`src/rtl/sync_fifo_pkg.sv`:
```
// Shared constants, types and helpers for the sync_fifo block.
// The optional error flags are built only when SYNC_FIFO_ERR_EN is defined.
package sync_fifo_pkg;

    localparam int SYNC_FIFO_DATA_W    = 32;
    localparam int SYNC_FIFO_ADDR_W    = 4;
    // Widest pointer for the legal ADDR_W range (up to 10 bits plus the wrap bit).
    localparam int SYNC_FIFO_PTR_MAX_W = 11;

    typedef struct packed {
        logic ovf;
        logic udf;
    } fifo_err_t;

    // Pointer difference at full pointer width; the wrap bit makes this the occupancy.
    function automatic logic [SYNC_FIFO_PTR_MAX_W-1:0] fifo_cnt(
        input logic [SYNC_FIFO_PTR_MAX_W-1:0] wptr,
        input logic [SYNC_FIFO_PTR_MAX_W-1:0] rptr
    );
        return wptr - rptr;
    endfunction

endpackage : sync_fifo_pkg

```
`src/rtl/sync_fifo_mem.sv`:
```
// Storage array for sync_fifo: one synchronous write port, one asynchronous read port.
// No reset, so it maps directly onto a regfile or SRAM macro.
module sync_fifo_mem #(
    parameter int DATA_W = 32,
    parameter int ADDR_W = 4
) (
    input  logic              clk,
    input  logic              we,
    input  logic [ADDR_W-1:0] waddr,
    input  logic [DATA_W-1:0] wdata,
    input  logic [ADDR_W-1:0] raddr,
    output logic [DATA_W-1:0] rdata
);

    localparam int DEPTH = 2 ** ADDR_W;

    logic [DATA_W-1:0] r_mem [DEPTH];

    // Write port: capture data into the addressed entry.
    always_ff @(posedge clk) begin
        if (we) begin
            r_mem[waddr] <= wdata;
        end
    end

    assign rdata = r_mem[raddr];

endmodule : sync_fifo_mem

```
`src/rtl/sync_fifo.sv`:
```
// First-word-fall-through synchronous FIFO using all 2**ADDR_W entries.
// Define SYNC_FIFO_ERR_EN to build the sticky overflow/underflow flags.
module sync_fifo
    import sync_fifo_pkg::*;
#(
    parameter int DATA_W = SYNC_FIFO_DATA_W,
    parameter int ADDR_W = SYNC_FIFO_ADDR_W,
    parameter int AF_LVL = 2 ** ADDR_W - 2,
    parameter int AE_LVL = 2
) (
    input  logic              clk,
    input  logic              rst,
    input  logic              clr_i,
    input  logic              wen_i,
    input  logic              ren_i,
    input  logic [DATA_W-1:0] data_i,
    output logic [DATA_W-1:0] data_o,
    output logic              full_o,
    output logic              empty_o,
    output logic              almost_full_o,
    output logic              almost_empty_o,
    output logic [ADDR_W:0]   count_o,
    output logic              ovf_o,
    output logic              udf_o
);

    localparam logic [ADDR_W:0] PTR_ONE = {{ADDR_W{1'b0}}, 1'b1};
    localparam logic [ADDR_W:0] AF_CNT  = AF_LVL[ADDR_W:0];
    localparam logic [ADDR_W:0] AE_CNT  = AE_LVL[ADDR_W:0];

    logic [ADDR_W:0]              r_wptr;
    logic [ADDR_W:0]              r_rptr;
    logic [SYNC_FIFO_PTR_MAX_W-1:0] w_wptr_ext;
    logic [SYNC_FIFO_PTR_MAX_W-1:0] w_rptr_ext;
    logic [SYNC_FIFO_PTR_MAX_W-1:0] w_cnt_ext;
    logic                         w_unused_cnt;
    logic [ADDR_W:0]              w_cnt;
    logic                         w_full;
    logic                         w_empty;
    logic                         w_rd_acc;
    logic                         w_wr_acc;
    logic                         w_mem_we;
    logic [DATA_W-1:0]            w_rdata;

    // Widen the pointers to the package helper's width and take the occupancy.
    always_comb begin
        w_wptr_ext           = '0;
        w_rptr_ext           = '0;
        w_wptr_ext[ADDR_W:0] = r_wptr;
        w_rptr_ext[ADDR_W:0] = r_rptr;
        w_cnt_ext            = fifo_cnt(w_wptr_ext, w_rptr_ext);
        w_cnt                = w_cnt_ext[ADDR_W:0];
    end

    // The borrow bits above the pointer width carry no information.
    assign w_unused_cnt = ^w_cnt_ext;

    assign w_empty  = (r_wptr == r_rptr);
    assign w_full   = (r_wptr[ADDR_W] != r_rptr[ADDR_W]) &&
                      (r_wptr[ADDR_W-1:0] == r_rptr[ADDR_W-1:0]);

    // A read frees a slot this cycle, which is what lets a write land on a full FIFO.
    assign w_rd_acc = ren_i & ~w_empty;
    assign w_wr_acc = wen_i & (~w_full | w_rd_acc);
    assign w_mem_we = w_wr_acc & ~clr_i;

    // Pointer state: flush has priority over any request in the same cycle.
    always_ff @(posedge clk or posedge rst) begin
        if (rst) begin
            r_wptr <= '0;
            r_rptr <= '0;
        end else if (clr_i) begin
            r_wptr <= '0;
            r_rptr <= '0;
        end else begin
            if (w_wr_acc) begin
                r_wptr <= r_wptr + PTR_ONE;
            end else begin
                r_wptr <= r_wptr;
            end
            if (w_rd_acc) begin
                r_rptr <= r_rptr + PTR_ONE;
            end else begin
                r_rptr <= r_rptr;
            end
        end
    end

    sync_fifo_mem #(
        .DATA_W (DATA_W),
        .ADDR_W (ADDR_W)
    ) u_mem (
        .clk   (clk),
        .we    (w_mem_we),
        .waddr (r_wptr[ADDR_W-1:0]),
        .wdata (data_i),
        .raddr (r_rptr[ADDR_W-1:0]),
        .rdata (w_rdata)
    );

    // Show-ahead head entry, masked to zero when empty so stale storage never leaks out.
    always_comb begin
        if (w_empty) begin
            data_o = '0;
        end else begin
            data_o = w_rdata;
        end
    end

    assign count_o        = w_cnt;
    assign full_o         = w_full;
    assign empty_o        = w_empty;
    assign almost_full_o  = (w_cnt >= AF_CNT);
    assign almost_empty_o = (w_cnt <= AE_CNT);

`ifdef SYNC_FIFO_ERR_EN
    fifo_err_t r_err;

    // Sticky misuse flags: a rejected write is overflow, a read on empty is underflow.
    always_ff @(posedge clk or posedge rst) begin
        if (rst) begin
            r_err <= '0;
        end else if (clr_i) begin
            r_err <= '0;
        end else begin
            r_err.ovf <= r_err.ovf | (wen_i & ~w_wr_acc);
            r_err.udf <= r_err.udf | (ren_i & w_empty);
        end
    end

    assign ovf_o = r_err.ovf;
    assign udf_o = r_err.udf;
`else
    assign ovf_o = 1'b0;
    assign udf_o = 1'b0;
`endif

endmodule : sync_fifo

```
`config.mk`:
```
export PLATFORM = sky130hd
export DESIGN_NAME = sync_fifo
export DESIGN_NICKNAME = d
export VERILOG_FILES = /design/src/rtl/sync_fifo_pkg.sv /design/src/rtl/sync_fifo_mem.sv /design/src/rtl/sync_fifo.sv
export SDC_FILE = /design/constraint.sdc
export NUM_CORES = 1
export LEC_CHECK = 0
export BUFFER_PORTS_ARGS = -buffer_cell sky130_fd_sc_hd__clkbuf_2
export CELL_PAD_IN_SITES_DETAIL_PLACEMENT = 1
export CELL_PAD_IN_SITES_GLOBAL_PLACEMENT = 1
export CORE_MARGIN = 8
export CORE_UTILIZATION = 50
export CTS_CLUSTER_SIZE = 25
export DETAILED_ROUTE_END_ITERATION = 8
export PLACE_DENSITY_LB_ADDON = 0.1
export SYNTH_ARGS = -nofsm -noshare
export SYNTH_HDL_FRONTEND = slang
export SYNTH_HIERARCHICAL = 1
export SYNTH_SLANG_ARGS = --single-unit
```
`constraint.sdc`:
```
create_clock -name clk -period 6.4 [get_ports clk]
set_input_delay 0 -clock clk [delete_from_list [all_inputs] [get_ports clk]]
set_output_delay 0 -clock clk [all_outputs]
set_load 0.03 [all_outputs]
```
== Word level (Yosys, flattened, before mapping) ==
Memory sizes are Yosys's and may differ from the RTL's.
Cells that the tools add are included.
Storage, ports and cells
  word-level logic and storage cells: 28
  bits in latches: 0
  memory bits (read-only): 0
  memories kept: 1
  flip-flop bits (word level): 10
  memory bits (writable): 512
  output and inout port bits: 43
Cells by class
  div/mod/pow operators: 0
  muxes and demuxes: 7
  eq/ne operators: 3
  reduce and logical (&&, ||, !) cells: 3
  order comparisons: 2
  multipliers: 0
  add/subtract/negate cells: 3
  bitwise logic cells: 7
  shifts and indexed selects: 0
Memories
  u_mem.r_mem: words 16, width 32, read ports 1, clocked after memory_dff 0, write ports 1, line sync_fifo_mem.sv:17  | logic [DATA_W-1:0] r_mem [DEPTH];
Operator list (count)
  $mux W32: 1
  $mux W5: 4
  $add A5 B1 Y5 const B: 2
  $eq A5 B5 Y1: 1
  $ge A5 B4 Y1 const B: 1
  $le A5 B2 Y1 const B: 1
  $sub A5 B5 Y5: 1
  $eq A4 B4 Y1: 1
  $reduce_bool A2 Y1: 2
  $and A1 B1 Y1: 3
  $not A1 Y1: 3
  $mux W1: 2
  $logic_and A1 B1 Y1: 1
  $ne A1 B1 Y1: 1
  $or A1 B1 Y1: 1

== Longest topological paths before layout ==
Gate-level depths: netlist (run 1).
  depth after elaboration: 8
  depth in mapped cells: 8
  mapped depth without buffers: 8

== Hierarchy ==
The synthesis (run 1) kept the hierarchy.
By module, submodules not included
  sync_fifo_mem: times used 1, area an instance 19213.4 sq um, cells each 806, sequential area each 15374.7 sq um
  sync_fifo: times used 1, area an instance 968.4 sq um, cells each 111, sequential area each 250.2 sq um

== Worst setup path after synthesis (run 1) ==
OpenSTA, ideal clock, no wires.
  path kind: register to register
  start: register r_wptr[0]
  end: memory u_mem.r_mem[0][0] (enable)
  data arrival time: 4.020 ns
  period minus slack after synthesis: 4.481 ns
  cell stages (with the launch flop): 8
  buffers on the path: 0
  slack: 1.919 ns
  cells stage by stage: dfrtp_1 -> inv_1 -> ha_1 -> nand4_4 -> o31ai_4 -> nor2_1 -> or3b_2 -> nor3_1
On the way
  cells in the longest elaborated chain, start to end: 8
  elaborated cells between the ends (all ways): 11
RTL lines
  start: declaration: line sync_fifo.sv:31  | logic [ADDR_W:0] r_wptr;
  start signal: assignment: line sync_fifo.sv:77  | r_wptr <= r_wptr + PTR_ONE;
  start signal: assignment: line sync_fifo.sv:79  | r_wptr <= r_wptr;
  $eq A5 B5 Y1 or $eq A4 B4 Y1 (tied branches): line sync_fifo.sv:58, sync_fifo.sv:60
  $not A1 Y1 or $logic_and A1 B1 Y1 (tied branches): line sync_fifo.sv:63, sync_fifo.sv:59
  $and A1 B1 Y1 or $not A1 Y1 (tied branches): line sync_fifo.sv:63, sync_fifo.sv:64
  $or A1 B1 Y1 *: line sync_fifo.sv:64  | assign w_wr_acc = wen_i & (~w_full | w_rd_acc);
  $and A1 B1 Y1 *: line sync_fifo.sv:64
  $and A1 B1 Y1 *: line sync_fifo.sv:65  | assign w_mem_we = w_wr_acc & ~clr_i;
  net w_mem_we: line sync_fifo.sv:42  | logic w_mem_we;
  $mux W1 *: line sync_fifo_mem.sv:21  | if (we) begin
  $mux W1 (implied by the code) *: line sync_fifo_mem.sv:22  | r_mem[waddr] <= wdata;
  end: declaration: line sync_fifo_mem.sv:17
The timed path passes the listed nets; every way through them passes the cells marked *.

== Worst setup path in the final report (run 1) ==
  start: register r_rptr[1]
  end: output data_o[21]
On the way
  cells in the longest elaborated chain, start to end: 2
  elaborated cells between the ends (all ways): 3
RTL lines
  start: declaration: line sync_fifo.sv:32  | logic [ADDR_W:0] r_rptr;
  start signal: assignment: line sync_fifo.sv:82  | r_rptr <= r_rptr + PTR_ONE;
  start signal: assignment: line sync_fifo.sv:84  | r_rptr <= r_rptr;
  $mem_v2 Z16 W32
  net w_rdata[21]: line sync_fifo.sv:43  | logic [DATA_W-1:0] w_rdata;
  $mux W32: line sync_fifo.sv:103  | if (w_empty) begin
  end: declaration: line sync_fifo.sv:17  | output logic [DATA_W-1:0] data_o,
The timed path passes the listed nets, and every way through them passes these cells.

==> impl_metrics.csv, run 1 <==
group,metric,value,unit
clock_tree,postCtsSetupRepairBufs,0,
global_route,overflow,0,
critical_path,crit_path_end_kind,"output port",
routing,dr_total_vias,9592,
die,dieArea,47000,sq um
clock_tree,cts.path.max_buffers,3,
clock_tree,cts.repair.resized,0,
global_route,grt_antenna_before_repair,0,
run_status,status,"finished, final reports clean",
clock_tree,clk_latency,0.57,ns
synthesis,netlist_top_cells_count,"512 x edfxtp_1, 128 x mux4_2, 64 x a22oi_1",
synthesis,synth_cells,917,
sta,fmaxAchievable,0.250,GHz
synthesis,synth_cell_types,41,
critical_path,path_cells,"buf_4, buf_4, mux4_2, a22oi_1, nand2_1, nor2b_1, clkbuf_2",
global_route,grt_pass1_wl,67.2,mm
min_path,hold-path-cell-count,3,
clock_tree,cts_tree,"done",
pwr,power_density,342,nW/um^2
placed_design,gp_congestion,0.729,
synthesis,synthAdderAreaFrac,0.00471,
synthesis,synth-simple-area-share,0.0279,
global_route,grt_max_degree,104,
clock_tree,hold_buffers,39,
routing,avgRoutedWirePerCell,27.0,um
sta,slew_viol_final,0,
placed_design,hpwl,24.4,mm
routing,ant_nets,0,
synthesis,synth_edf_count,512,
synthesis,synth_top_cell_area_share,0.762,
routing,drcViolationCount,0,
die,rows,73,
routing,vias_per_cell,5.92,
clock_tree,cts-htree-levels,2,
sta,final.min_clock_period,4.00,ns
synthesis,synthMuxAreaShare,0.144,
clock_tree,clk_pin_slew,0.06,ns
synthesis,synth-xor-area-share,0.00508,
critical_path,worstRegToRegCells,7,
synthesis,yosysSeqAreaShare,0.774,
critical_path,crit_fanout,53,
die,dieWidth,217,um
min_path,hold_path_class,"primary input to flop",
critical_path,path_depth,7,
critical_path,critPathRequiredTime,6.40,ns
clock_tree,cts_sinks,522,
global_route,grtUsageTotal,0.190,
run,cap_violations,0,
sta,setup_tns,0,ns
critical_path,worstPathArrival,4.00,ns
sta,worst_pin_slew,1.16,ns
sta,fin_crit_sh,0.625,
clock_tree,cts_buffers,52,
synthesis,synth-async-reset-ratio,0.0192,
sta,hold_violations,0,
synthesis,synth_area,20200,sq um
pwr,ir_worst_vdd,0.244,mV
sta,rsz0062_at_grt,"no",
routing,drt_iter0_drc,734,
critical_path,critPathKind,"flop to output port",
die,die_y,217,um
synthesis,yosysWarnings,6,
synthesis,synth_top_cell_by_area,"edfxtp_1",
global_route,grt_pass1_vias,10700,
placed_design,io_buffers,77,
synthesis,synthFlopType,"edfxtp_1",
synthesis,synthTopCellsByArea,"edfxtp_1 76%, mux4_2 14%, a22oi_1 2.4%",
critical_path,slowest_stage,"buf_4",
layout,layout-drive-gt1-share,0.297,
die,io_pins,80,
routing,firstDrtPassIters,4,
critical_path,reg2reg_slack,2.83,ns
routing,wirelength,43.8,mm
critical_path,worstSetupStartpointType,"flop",
sta,setup_viol,0,
sta,relSlewSlack,0.227,
layout,fillers,3366,
sta,fin_skew,0.0148,ns
critical_path,crit_top_cell,"buf_4",
layout,fin_area,23300,sq um
synthesis,synth_top_family_by_area,"multiplexers",
die,core,39800,sq um
layout,diodes,0,
critical_path,cp_num_buf_inv,3,
placed_design,placed_area,21300,sq um
synthesis,synth-seq-cells,522,
synthesis,yosysMostFrequentCell,"edfxtp_1",
clock_tree,root_buffer,"clkbuf_16",
synthesis,synth_compound_area_frac,0.0301,
critical_path,critPathMaxStageDelay,0.79,ns
die,initial_core_util,0.507,
pwr,p_leak,0.00734,uW
synthesis,avgSynthCellArea,22.0,sq um
layout,area_growth,15.6,%
layout,final_net_count,1103,
critical_path,crit_family,"buffers and inverters",
[cell families after synthesis]
kind of cell | after synthesis
muxes | 130
AOI/OAI and AO/OA | 81
adders and majority gates | 7
DFF | 522
buffers and inverters | 56
and+or+nand+nor | 110
other | 1
xor gates and xnor gates | 10
[power by group]
part	leakage, uW	internal (uW)	switching (uW)	total [uW]
sequential	0.00475	3780	50.7	3830
clock	0.000790	1750	1220	2970
combinational	0.00181	504	670	1170
total	0.00734	6030	1940	7970
[routing by layer]
metal	up-vias	part of all wire	GRT usage
li1	4125	-	-
met1	5204	0.43	0.256
met2	208	0.51	0.324
met3	55	0.040	0.0280
met4	0	0.017	0.0482
met5	-	0	0
[layout by cell type, fill, tap and decap left out, types with 6 or more instances in the layout]
| master | count |
|---|---|
| clkinv_1 | 11 |
| bufinv_16 | 6 |
| clkbuf_1 | 9 |
| clkbuf_2 | 77 |
| nor2_1 | 9 |
| a22oi_1 | 64 |
| inv_1 | 7 |
| dfrtp_1 | 8 |
| buf_4 | 19 |
| dlygate4sd3_1 | 39 |
| edfxtp_1 | 512 |
| clkbuf_16 | 53 |
| mux4_2 | 128 |
| ha_1 | 6 |
| nand2_1 | 34 |
| nor2b_1 | 32 |
| nor2_4 | 14 |
[per-stage QoR]
step	utilization	std cells	setup slack, ns	hold WS (ns)	power [uW]
floorplan	-	918	1.92	-0.160	4770
global placement	0.534	1491	2.77	-0.00298	5080
detailed placement	0.534	1491	2.73	0.00311	5090
CTS	0.586	1620	2.33	0.294	8070
global route	0.586	1620	2.14	0.332	8250
finish	0.586	1620	2.40	0.327	7970
[final timing paths]
kind                                       start                       endpoint
min in group asynchronous                    rst          r_rptr[3]$_DFFE_PP0P_
max in group asynchronous                    rst          r_rptr[1]$_DFFE_PP0P_
setup reg to reg           r_rptr[0]$_DFFE_PP0P_  u_mem/r_mem[13][29]$_DFFE_PP_
setup / recovery           r_rptr[1]$_DFFE_PP0P_                     data_o[21]
hold / removal                             clr_i          r_wptr[3]$_DFFE_PP0P_
hold reg to reg            r_rptr[4]$_DFFE_PP0P_          r_rptr[4]$_DFFE_PP0P_
[flip-flops by register name (all words and copies together) (netlist names)]
register	flops
u_mem/r_mem	512
r_wptr	5
r_rptr	5
[area by class of cell]
cell class	count	area [sq um]	area share
Clock inverter	28	293	0.0126
Inverter	7	26.3	0.00113
Clock buffer	62	1360	0.0583
Timing Repair Buffer	136	938	0.0402
Multi-Input combinational cell	340	4420	0.189
Tap cell	525	657	0.0282
Sequential cell	522	15600	0.670
[worst reg2reg max path: cells and delay by family, from the launching register on]
family / cells / cell delay, ns
simple gates: 4 / 1.44
fa+ha+maj: 1 / 0.41
buf+inv: 1 / 0.47
flops: 1 / 0.82
compound gates: 1 / 0.10
(Power assumes the default switching activity.)
==> run 2: changes to the inputs <==
==> constraint.sdc (replaced) <==
create_clock -name clk -period 4.1 [get_ports clk]
set_input_delay 0 -clock clk [delete_from_list [all_inputs] [get_ports clk]]
set_output_delay 0 -clock clk [all_outputs]
set_load 0.03 [all_outputs]
==> impl_metrics.csv, run 2 (synthesis gave the netlist of run 1 again) <==
group,metric,value,unit
clock_tree,cts_tree,"done",
placed_design,io_buffers,77,
sta,setup_tns,0,ns
clock_tree,cts_sinks,522,
die,initial_core_util,0.507,
clock_tree,cts.path.max_buffers,3,
routing,top_layer,"met5",
sta,fin_skew,0.0210,ns
layout,layout-drive-gt1-share,0.316,
sta,fin_ws,0.881,ns
sta,setup_viol,0,
routing,dr_total_vias,9643,
global_route,grt_pass1_vias,10600,
routing,drcViolationCount,0,
sta,hold_violations,0,
die,dieArea,47000,sq um
routing,vias_per_cell,5.86,
layout,regMostFlops,"u_mem/r_mem",
die,die_y,217,um
sta,relSlewSlack,0.367,
clock_tree,clk_latency,0.60,ns
layout,multi_input_area,4420,sq um
routing,ant_nets,0,
layout,reg_top3,"u_mem/r_mem x512, r_rptr x5, r_wptr x5",
routing,wirelength,44.9,mm
global_route,grt_max_degree,132,
die,core,39800,sq um
global_route,grt_antenna_before_repair,3,
critical_path,critPathKind,"flop to flop",
die,rows,73,
global_route,grt_pass1_wl,67.8,mm
layout,mostFrequentLayoutCells,"512 x edfxtp_1, 128 x mux4_2, 77 x clkbuf_2",
pwr,power_density,546,nW/um^2
pwr,p_leak,0.00753,uW
global_route,overflow,0,
routing,drt_iter0_drc,785,
routing,firstDrtPassIters,5,
placed_design,pre_cts_slack,0.881,ns
routing,avgRoutedWirePerCell,27.3,um
layout,largest_register_ffs,512,
critical_path,crit_path_end_kind,"flop",
layout,regArea,15600,sq um
routing,wl_met3,2.14,mm
die,dieWidth,217,um
layout,utilization,0.595,
placed_design,placed_area,21400,sq um
clock_tree,cts.repair.resized,0,
die,io_pins,80,
critical_path,worstSetupStartpointType,"flop",
sta,worst_pin_slew,0.947,ns
critical_path,crit_fanout,32,
critical_path,worstPathArrival,3.44,ns
sta,rsz0062_at_grt,"no",
layout,fin_area,23700,sq um
layout,final_common_cell,"edfxtp_1",
clock_tree,cts_buffers,53,
pwr,ir_worst_vdd,0.407,mV
min_path,hold_path_class,"primary input to flop",
placed_design,gp_congestion,0.721,
run,cap_violations,0,
placed_design,hpwl,25.1,mm
clock_tree,clk_pin_slew,0.06,ns
clock_tree,postCtsSetupRepairBufs,0,
layout,area_growth,17.4,%
critical_path,critPathRequiredTime,4.32,ns
run_status,status,"finished, final reports clean",
routing,wl_met1,19.3,mm
sta,slew_viol_final,0,
global_route,grtUsageTotal,0.193,
layout,fillers,3387,
clock_tree,cts-htree-levels,2,
sta,final.min_clock_period,3.22,ns
sta,fin_crit_sh,0.785,
clock_tree,hold_buffers,39,
layout,final_net_count,1117,
clock_tree,root_buffer,"clkbuf_16",
routing,wl_met2,22.8,mm
sta,fmaxAchievable,0.311,GHz
## run 2: changes by cell type in the layout (fill, tap and decap cells not counted), moves of 2 or more
cell | before | now
diode_2 | 0 | 2
clkbuf_8 | 0 | 2
buf_4 | 19 | 28
bufinv_16 | 6 | 10
clkbuf_16 | 53 | 55
buf_12 | 1 | 5
clkinv_1 | 11 | 6
clkinv_2 | 5 | 10
## run 2: metal layers
layer,global-route usage,vias to the layer above
met3,0.0380,57
li1,-,4155
met1,0.256,5195
met5,0,-
met2,0.330,234
met4,0.0422,2
## run 2: final cells by class
class	count	share of cell area
clock buffer	66	0.0607
timing repair buffer	149	0.0458
inverter	7	0.00111
sequential	522	0.660
antenna	2	0.000211
multi-input combinational	340	0.187
tap	525	0.0277
clock inverter	34	0.0184
## run 2: worst max-delay path, stage by stage, from the launching register on
cell,delay [ns]
dfrtp_1,0.61
inv_1,0.15
ha_1,0.37
nand4_4,0.17
o31ai_4,0.10
nor2_1,0.20
or3b_2,0.61
nor2_4,0.11
buf_4,0.50
## run 2: worst paths after layout
| path | start | endpoint | slack [ns] | depth (start not counted) |
|---|---|---|---|---|
| setup / recovery | r_wptr[0]$_DFFE_PP0P_ | u_mem/r_mem[2][10]$_DFFE_PP_ | 0.88 | 8 |
| hold / removal | clr_i | r_rptr[4]$_DFFE_PP0P_ | 0.34 | 3 |
| setup reg to reg | r_wptr[0]$_DFFE_PP0P_ | u_mem/r_mem[2][10]$_DFFE_PP_ | 0.88 | 8 |
| hold reg to reg | r_rptr[4]$_DFFE_PP0P_ | r_rptr[4]$_DFFE_PP0P_ | 0.67 | 2 |
| max in group asynchronous | rst | r_rptr[0]$_DFFE_PP0P_ | 3.23 | 4 |
| min in group asynchronous | rst | r_rptr[1]$_DFFE_PP0P_ | 0.53 | 4 |
## run 2: stage by stage
stage	instances	hold WS, ns	total power (uW)
2_1_floorplan	918	-0.160	7450
3_3_place_gp	1504	0.0120	7930
3_5_place_dp	1504	0.0195	7940
4_1_cts	1643	0.297	13100
5_1_grt	1645	0.343	13400
6_report	1645	0.342	12900
## run 2: where the power goes
group,internal [uW],total (uW),switching [uW]
clock,3120,5130,2010
combinational,795,1890,1100
sequential,5900,5920,21.7
==> run 3: changes to the inputs <==
--- a/config.mk
+++ b/config.mk
@@ -9,7 +9,7 @@
 export CELL_PAD_IN_SITES_DETAIL_PLACEMENT = 1
 export CELL_PAD_IN_SITES_GLOBAL_PLACEMENT = 1
 export CORE_MARGIN = 8
-export CORE_UTILIZATION = 50
+export CORE_UTILIZATION = 49
 export CTS_CLUSTER_SIZE = 25
 export DETAILED_ROUTE_END_ITERATION = 8
 export PLACE_DENSITY_LB_ADDON = 0.1
==> constraint.sdc (replaced) <==
create_clock -name clk -period 2.9 [get_ports clk]
set_input_delay 0 -clock clk [delete_from_list [all_inputs] [get_ports clk]]
set_output_delay 0 -clock clk [all_outputs]
set_load 0.03 [all_outputs]
==> impl_metrics.csv, run 3 (synthesis gave the netlist of run 1 again) <==
group,metric,value,unit
min_path,worstHoldStart,"clr_i",
layout,layout-drive-gt1-share,0.342,
pwr,p_leak,0.00775,uW
routing,vias_per_cell,5.96,
pwr,clock_power_share,0.364,
pwr,finalPower,18000,uW
sta,fin_crit_sh,0.971,
critical_path,critPathKind,"flop to output port",
global_route,grt_antenna_before_repair,0,
die,dieWidth,219,um
routing,ant_nets,0,
routing,drcViolationCount,0,
pwr,power_density,745,nW/um^2
layout,reg_top3,"u_mem/r_mem x512, r_rptr x5, r_wptr x5",
pwr,switching_power,4460,uW
sta,setup_tns,0,ns
sta,setup_viol,0,
die,die_y,219,um
layout,final_net_count,1168,
global_route,grtUsageTotal,0.203,
placed_design,placed_area,21700,sq um
die,dieArea,47900,sq um
critical_path,worstPathArrival,2.82,ns
global_route,grt_max_degree,58,
pwr,ir_worst_vdd,0.761,mV
critical_path,crit_fanout,16,
routing,dr_total_vias,10100,
clock_tree,cts_sinks,522,
run_status,status,"finished, final reports clean",
global_route,grt_pass1_wl,71.3,mm
routing,drt_iter0_drc,789,
routing,avgRoutedWirePerCell,28.9,um
die,io_pins,80,
sta,fmaxAchievable,0.355,GHz
critical_path,worstSetupStartpointType,"flop",
layout,mostFrequentLayoutCells,"512 x edfxtp_1, 128 x mux4_2, 76 x clkbuf_2",
critical_path,cp-startpoint,"r_rptr[0]$_DFFE_PP0P_",
sta,slew_viol_final,0,
die,core,40700,sq um
global_route,overflow,0,
pwr,p_comb_frac,0.172,
critical_path,critPathRequiredTime,2.90,ns
die,initial_core_util,0.495,
clock_tree,cts_tree,"done",
placed_design,hpwl,26.9,mm
clock_tree,cts.path.max_buffers,3,
pwr,internal_power,13600,uW
pwr,sequentialPowerShare,0.464,
routing,firstDrtPassIters,5,
placed_design,gp_congestion,0.740,
layout,final_common_cell,"edfxtp_1",
sta,worst_pin_slew,1.15,ns
pwr,switching_share,0.247,
run,cap_violations,0,
clock_tree,clk_latency,0.59,ns
critical_path,worst_r2r_startpoint,"r_rptr[1]$_DFFE_PP0P_",
placed_design,place_inst,1541,
min_path,hold_path_class,"primary input to flop",
sta,relSlewSlack,0.232,
placed_design,io_buffers,77,
sta,fin_skew,0.0179,ns
clock_tree,cts_buffers,53,
routing,wirelength,49.0,mm
layout,area_growth,19.9,%
clock_tree,cts-htree-levels,2,
layout,fin_area,24200,sq um
sta,hold_violations,0,
clock_tree,root_buffer,"clkbuf_16",
die,rows,74,
layout,largest_register_ffs,512,
layout,regMostFlops,"u_mem/r_mem",
sta,hold_slack,0.322,ns
clock_tree,clk_pin_slew,0.07,ns
critical_path,crit_path_end_kind,"output port",
global_route,grt_pass1_vias,10900,
layout,final_cell_count_no_fill,1698,
sta,final.min_clock_period,2.82,ns
==> run 3: cell count changes in the layout (fill, tap and decap cells not counted), sizes merged <==
cell         previous run  this run
diode                   2         1
clkinvlp                6         0
clkbuf                143       142
inv                     8         7
nor2                   23        26
bufinv                 10         5
dlygate4sd3            39        38
buf                    33        81
bufbuf                  0         1
clkinv                 17        26
==> run 3: layout make-up <==
type                       count  area [sq um]
clock buffer                  65          1390
sequential                   522         15600
timing repair buffer         197          1690
clock inverter                31           270
tap                          532           666
fill                        3457         16500
antenna                        1          2.50
multi-input combinational    343          4520
inverter                       7          26.3
==> run 3: worst max-delay path: stages, from the launching register on <==
cell and delay (ns):
dfrtp_4 0.49, buf_16 0.20, buf_16 0.21, buf_4 0.16
mux4_2 0.48, a22oi_1 0.25, nand2_1 0.08, nor2b_1 0.14
clkbuf_2 0.20
==> run 3: final timing paths <==
path	end	slack [ns]	depth (start not counted)
max	data_o[17]	0.08	8
min	r_rptr[2]$_DFFE_PP0P_	0.32	3
max reg2reg	u_mem/r_mem[6][26]$_DFFE_PP_	0.12	9
min reg2reg	r_wptr[4]$_DFFE_PP0P_	0.67	2
max in group asynchronous	r_rptr[0]$_DFFE_PP0P_	2.07	4
min in group asynchronous	r_rptr[2]$_DFFE_PP0P_	0.49	4
==> run 3: power groups by stage <==
stage          Clock (uW)  Sequential [uW]  Combinational [uW]
2_1_floorplan           0             8530                2020
3_3_place_gp            0             8520                2760
3_5_place_dp            0             8520                2780
4_1_cts              6700             8370                3050
5_1_grt              6940             8380                3320
6_report             6560             8380                3100
==> run 3: timing repair <==
item,in CTS,in global routing
cloned,7,2
setup endpoints to repair,58,61
pin swaps,3,3
hold endpoints to repair,532,0
buffers inserted,0,13
hold buffers,38,0
gates resized for setup,16,11
==> run 3: through the flow <==
step / utilization / worst slack, ns
2_1_floorplan: - / -0.281
3_3_place_gp: 0.533 / -0.0231
3_5_place_dp: 0.533 / -0.0905
4_1_cts: 0.589 / -0.00468
5_1_grt: 0.594 / -0.00779
6_report: 0.594 / 0.0829
==> run 3: per-layer routing <==
metal  vias up  routed length, um  track usage
li1       4271                  -            -
met1      5496              20600        0.268
met2       298              24800        0.346
met3        60               2640       0.0395
met4         0                984       0.0527
met5         -                  0            0
